File: config.mk
export PLATFORM = sky130hd
export DESIGN_NAME = lsu
export DESIGN_NICKNAME = d
export VERILOG_FILES = /design/src/rtl/lsu_pkg.sv /design/src/rtl/lsu_align.sv /design/src/rtl/lsu.sv
export SDC_FILE = /design/constraint.sdc
export NUM_CORES = 1
export LEC_CHECK = 0
export CAP_MARGIN = 20
export CORE_ASPECT_RATIO = 0.75
export CORE_UTILIZATION = 43
export CTS_CLUSTER_DIAMETER = 100
export DETAILED_ROUTE_END_ITERATION = 16
export PLACE_DENSITY = 0.78
export SKIP_LAST_GASP = 1
export SYNTH_ARGS = -nofsm -noshare
export SYNTH_HDL_FRONTEND = slang
export SYNTH_SLANG_ARGS = --single-unit
File: constraint.sdc
create_clock -name clk -period 1.97 [get_ports clk]
set_input_delay 0.394 -clock clk [delete_from_list [all_inputs] [get_ports clk]]
set_output_delay 0.394 -clock clk [all_outputs]
set_load 0.01 [all_outputs]
File: src/rtl/lsu_pkg.sv
// Shared types for the load/store unit: RV32I width codes, FSM states, byte-enable constant.
package lsu_pkg;

    typedef enum logic [2:0] {
        LS_B  = 3'b000,
        LS_H  = 3'b001,
        LS_W  = 3'b010,
        LS_BU = 3'b100,
        LS_HU = 3'b101
    } ls_width_e;

    typedef enum logic [1:0] {
        ST_IDLE = 2'd0,
        ST_REQ  = 2'd1,
        ST_WAIT = 2'd2
    } lsu_state_e;

    localparam logic [3:0] BE_ALL = 4'b1111;

endpackage

File: src/rtl/lsu_align.sv
// Lane formatting for the LSU: store byte enables/replication, access legality, load extract/extend.
// Purely combinational; the store/check side and the load side have independent inputs.
module lsu_align
    import lsu_pkg::*;
(
    input  logic        we,
    input  logic [2:0]  funct3,
    input  logic [1:0]  off,
    input  logic [31:0] wdata,
    input  logic [2:0]  ld_funct3,
    input  logic [1:0]  ld_off,
    input  logic [31:0] rdata,
    output logic [3:0]  be,
    output logic [31:0] lane_wdata,
    output logic        err,
    output logic [31:0] ld_data
);

    logic [7:0]  ld_byte;
    logic [15:0] ld_half;

    always_comb begin
        be         = BE_ALL;
        lane_wdata = wdata;
        err        = 1'b0;
        case (funct3)
            LS_B: begin
                be         = 4'b0001 << off;
                lane_wdata = {4{wdata[7:0]}};
            end
            LS_H: begin
                be         = off[1] ? 4'b1100 : 4'b0011;
                lane_wdata = {2{wdata[15:0]}};
                err        = off[0];
            end
            LS_W:    err = (off != 2'b00);
            // unsigned widths exist only for loads
            LS_BU:   err = we;
            LS_HU:   err = we | off[0];
            default: err = 1'b1;
        endcase
    end

    always_comb begin
        ld_byte = rdata[{ld_off, 3'b000} +: 8];
        ld_half = ld_off[1] ? rdata[31:16] : rdata[15:0];
        case (ld_funct3)
            LS_B:    ld_data = {{24{ld_byte[7]}}, ld_byte};
            LS_H:    ld_data = {{16{ld_half[15]}}, ld_half};
            LS_BU:   ld_data = {24'd0, ld_byte};
            LS_HU:   ld_data = {16'd0, ld_half};
            default: ld_data = rdata;
        endcase
    end

endmodule

File: src/rtl/lsu.sv
// Load/store unit: accepts one access from execute and runs it over a req/gnt/rvalid memory port.
// Latency: request the cycle after accept; store done 1 cycle after gnt, load done 1 cycle after rvalid.
// Backpressure: busy holds the pipeline while an access is outstanding; gnt/rvalid may stall indefinitely.
module lsu
    import lsu_pkg::*;
#(
    parameter int D_WIDTH = 32
) (
    input  logic               clk,
    input  logic               rst_n,
    input  logic               ex_valid,
    input  logic               ex_we,
    input  logic [2:0]         ex_funct3,
    input  logic [D_WIDTH-1:0] ex_addr,
    input  logic [D_WIDTH-1:0] ex_wdata,
    output logic               busy,
    output logic               done,
    output logic [D_WIDTH-1:0] rd_data,
    output logic               fault,
    output logic               mem_req,
    output logic               mem_we,
    output logic [D_WIDTH-1:0] mem_addr,
    output logic [D_WIDTH-1:0] mem_wdata,
    output logic [3:0]         mem_be,
    input  logic               mem_gnt,
    input  logic               mem_rvalid,
    input  logic [D_WIDTH-1:0] mem_rdata
);

    lsu_state_e         state, state_nxt;
    logic [2:0]         q_funct3;
    logic [1:0]         q_off;
    logic [3:0]         st_be;
    logic [D_WIDTH-1:0] st_wdata;
    logic [D_WIDTH-1:0] ld_data;
    logic               chk_err;

    // Load side works from the latched offset/width so mem_rdata formats the accepted access.
    lsu_align u_align (
        .we         (ex_we),
        .funct3     (ex_funct3),
        .off        (ex_addr[1:0]),
        .wdata      (ex_wdata),
        .ld_funct3  (q_funct3),
        .ld_off     (q_off),
        .rdata      (mem_rdata),
        .be         (st_be),
        .lane_wdata (st_wdata),
        .err        (chk_err),
        .ld_data    (ld_data)
    );

    assign busy    = (state != ST_IDLE);
    assign mem_req = (state == ST_REQ);

    always_comb begin
        state_nxt = state;
        case (state)
            ST_IDLE: if (ex_valid && !chk_err) state_nxt = ST_REQ;
            ST_REQ:  if (mem_gnt) state_nxt = mem_we ? ST_IDLE : ST_WAIT;
            ST_WAIT: if (mem_rvalid) state_nxt = ST_IDLE;
            default: state_nxt = ST_IDLE;
        endcase
    end

    always_ff @(posedge clk or negedge rst_n) begin
        if (!rst_n) state <= ST_IDLE;
        else        state <= state_nxt;
    end

    always_ff @(posedge clk or negedge rst_n) begin
        if (!rst_n) begin
            done      <= 1'b0;
            fault     <= 1'b0;
            rd_data   <= '0;
            mem_we    <= 1'b0;
            mem_addr  <= '0;
            mem_wdata <= '0;
            mem_be    <= '0;
            q_funct3  <= '0;
            q_off     <= '0;
        end else begin
            done  <= 1'b0;
            fault <= 1'b0;
            if (state == ST_IDLE && ex_valid) begin
                if (chk_err) begin
                    fault <= 1'b1;
                end else begin
                    mem_we    <= ex_we;
                    mem_addr  <= {ex_addr[D_WIDTH-1:2], 2'b00};
                    mem_wdata <= st_wdata;
                    mem_be    <= ex_we ? st_be : BE_ALL;
                    q_funct3  <= ex_funct3;
                    q_off     <= ex_addr[1:0];
                end
            end
            if (state == ST_REQ && mem_gnt && mem_we) done <= 1'b1;
            if (state == ST_WAIT && mem_rvalid) begin
                rd_data <= ld_data;
                done    <= 1'b1;
            end
        end
    end

endmodule

==> results.md <==
- Mapped Area: 5105 sq um
- Remaining DRCs: 0
- Area of the multi-input gates: 2212 sq um
- Initial DRC Count: 205
- GPL Wtd Cong: 0.8673
- Final period util: 0.9572
- Crit Path Class: flip-flop to primary output
- Adder-Cell Fraction of Synth Area: 0
- Post-synth EDFFs: 0
- Worst-path clk slew: 0.07 ns
- PD cells: 1234 nW/um^2
- Cells after synthesis: 451
- RSZ-0062 raised after global routing: false
- Worst Skew: 0.006168 ns
- FF/Latch Area: 2703 sq um
- Synth top area share: 0.5294
- TritonCTS Buffers: 9
- DP HPWL: 10,940 um
- Synth cell types: 40
- Max Cap Viol: 0
- Worst EP arrival: 1.49 ns
- Layout cells sized above 1: 0.1538
- Final wirelength: 14,490 um
- Synthesis-stage register bit count: 108
- Drt wl/cell: 17.29 um
- Hold crit path type: flip-flop to flip-flop
- # clock sinks: 108
- Synth area leader: dfrtp_1
- Static leakage: 0.003527 uW
- Crit. End Element: primary output
- CTS tree: built
- Initial Util: 0.4412
- Count of port buffers added during placement: 207
- Reg2reg setup slack: 0.29 ns
- Post-synthesis compound-gate area fraction: 0.1049
- Final cell count without fillers: 838
- CP max FO: 5
- Mean number of vias per cell: 5.208
- Vias in the first global route: 4,332
- Main flop type after synthesis: dfrtp_1
- Die Span X: 127.8 um
- H-Tree Depth: 3
- Final hold violation count: 0
- IO Count: 210
- Core area: 11,570 sq um
- Peak VDD IR: 0.7705 mV
- Clock Tree Root: clkbuf_16
- ANT cells: 0
- Tmin final: 1.886 ns
- Gr ovfl total: 0
- Post-synthesis async set-or-reset flop share: 1.000
- Die area: 12,320 sq um
- FMAX: 0.5303 GHz
- CP required: 1.58 ns
- Synth top area cells: dfrtp_1 (53%), mux2_4 (13%), mux2i_1 (6.7%)
- Pin count of the biggest net entering global routing: 54
- Post-synthesis sequential area ratio: 0.5294
- Setup violators final: 0
- Status: completed
- CP startpoint kind: flip-flop
- Antenna violations before repair: 0
- Synthesized area per cell: 11.32 sq um
- Post-CTS Setup Repair Bufs: 0
- Simple-gate portion of the synthesized area: 0.1243
- DRT Pass-1 Iters: 4
- Util after Layout: 0.6778
- Fillers: 899
- Die height: 96.36 um
- Main combinational cell family by area after synthesis: multiplexers
- Synth Area in XOR/XNOR: 0
- Global-route wire length before repair: 22,040 um
- Mux cell area share after synthesis: 0.1998
- Dpl cells: 821
- Cell row count: 34
- Area Overhead vs Synth: 53.63%
- Final #Nets: 776
- Clk Latency, worst-skew pair: 0.35 ns
- Max clock buf depth: 2
- Post-DRT Antenna Nets: 0
- Gr usage total: 0.2362
- DR vias: 4,364
- Synth warn: 0
- Slew Limit Fails: 0
==> where the power goes <==
group | switching (uW) | internal, uW | leakage [uW]
Clock | 841 | 862 | 0.000124
Sequential | 623 | 3090 | 0.00132
Combinational | 1690 | 2570 | 0.00209
Total | 3150 | 6530 | 0.00353
==> area by class of cell <==
cell class,count,share of cell area
clock buffers,9,0.02872
multi-input cells,304,0.2821
inverters,5,0.002393
repair buffers,243,0.3097
well taps,162,0.02585
clock inverters,7,0.006701
flip-flops and latches,108,0.3446
==> cells in the final DEF, fill, tap and decap left out, types with 2 or more instances in the layout <==
cell             count
conb_1               2
nand3_1             32
a221oi_1             2
o2bb2ai_1            2
inv_1                5
clkbuf_16            9
a211oi_1             3
or3_1                9
and3_1               3
nor2b_1              4
clkdlybuf4s50_1    205
nor2_1               2
a31oi_1              3
a311oi_1             8
nor2_2               2
buf_12               7
nor4_2               2
clkinvlp_4           4
a21oi_1              2
a21o_1               3
buf_4               29
a211o_1              2
o21ai_0             56
dfrtp_1            108
mux2i_1             34
mux2_2               3
nand2_1             65
nor3_1               7
mux2_4              43
nand2b_1             4
==> state kept, by name, summed over array words and instances (netlist names) <==
| signal | cells |
|---|---|
| q_funct3 | 3 |
| q_off | 2 |
| fault | 1 |
| mem_be | 4 |
| mem_we | 1 |
| done | 1 |
| rd_data | 32 |
| mem_addr | 30 |
| mem_wdata | 32 |
| state | 2 |
==> per-stage QoR <==
stage	total power [uW]	area [sq um]	TNS (ns)	hold slack, ns	worst slack (ns)
floorplan	5480	5109	0	0.09841	0.2284
global placement	7902	7541	-10.81	0.3049	-0.1989
detailed placement	8008	7541	-16.23	0.3106	-0.2981
CTS	9757	7830	0	0.4841	0.04616
global route	10230	7843	0	0.5083	0.01802
finish	9681	7843	0	0.4805	0.08435
==> cell usage after synthesis (2+ instances only) <==
| master | number |
|---|---|
| nor2b_1 | 4 |
| a311oi_1 | 8 |
| mux2_2 | 3 |
| mux2_4 | 43 |
| clkbuf_1 | 19 |
| o2bb2ai_1 | 2 |
| buf_4 | 3 |
| mux2i_1 | 34 |
| a21o_1 | 3 |
| dfrtp_1 | 108 |
| nand3_1 | 32 |
| a21oi_1 | 2 |
| buf_6 | 5 |
| nor2_1 | 3 |
| or3_1 | 9 |
| a211o_1 | 2 |
| a31oi_1 | 3 |
| inv_1 | 5 |
| o21ai_0 | 56 |
| and3_1 | 3 |
| nand2b_1 | 4 |
| buf_2 | 8 |
| nor3_1 | 7 |
| a211oi_1 | 3 |
| nand2_1 | 65 |
| a221oi_1 | 3 |
==> layer usage <==
| layer | part of all wire | global-route usage | vias up | routed length (um) |
|---|---|---|---|---|
| li1 | - | - | 2040 | - |
| met1 | 0.42 | 0.2986 | 2128 | 6144 |
| met2 | 0.48 | 0.4013 | 180 | 6941 |
| met3 | 0.085 | 0.06893 | 16 | 1236 |
| met4 | 0.012 | 0.05784 | 0 | 172 |
| met5 | 0 | 0 | - | 0 |
==> worst paths after layout <==
path                               start            end  depth (start not counted)
max in group asynchronous          rst_n   mem_addr[14]                          3
min reg2reg                mem_wdata[10]  mem_wdata[10]                          2
min                        mem_wdata[10]  mem_wdata[10]                          2
max                             state[0]           busy                          3
max reg2reg                  q_funct3[1]    rd_data[10]                          5
min in group asynchronous          rst_n    mem_addr[7]                          2
==> repair_timing <==
item                       CTS  global route
resized for setup            2             2
setup endpoints to repair    2             3
cloned                       0             0
hold endpoints to repair    21             0
hold buffers                 1             0
==> cells by family after synthesis <==
family	count (synthesis)
buffers and inverters	40
multiplexers	80
other	1
flip-flops	108
AO/OA/AOI/OAI	88
AND/OR/NAND/NOR	134
==> worst max-delay path, stage by stage (launching register included) <==
cell             delay, ns
dfrtp_1               0.41
nor2_2                0.20
inv_1                 0.06
clkdlybuf4s50_1       0.48
No activity file was read; power rests on OpenSTA's default activity.
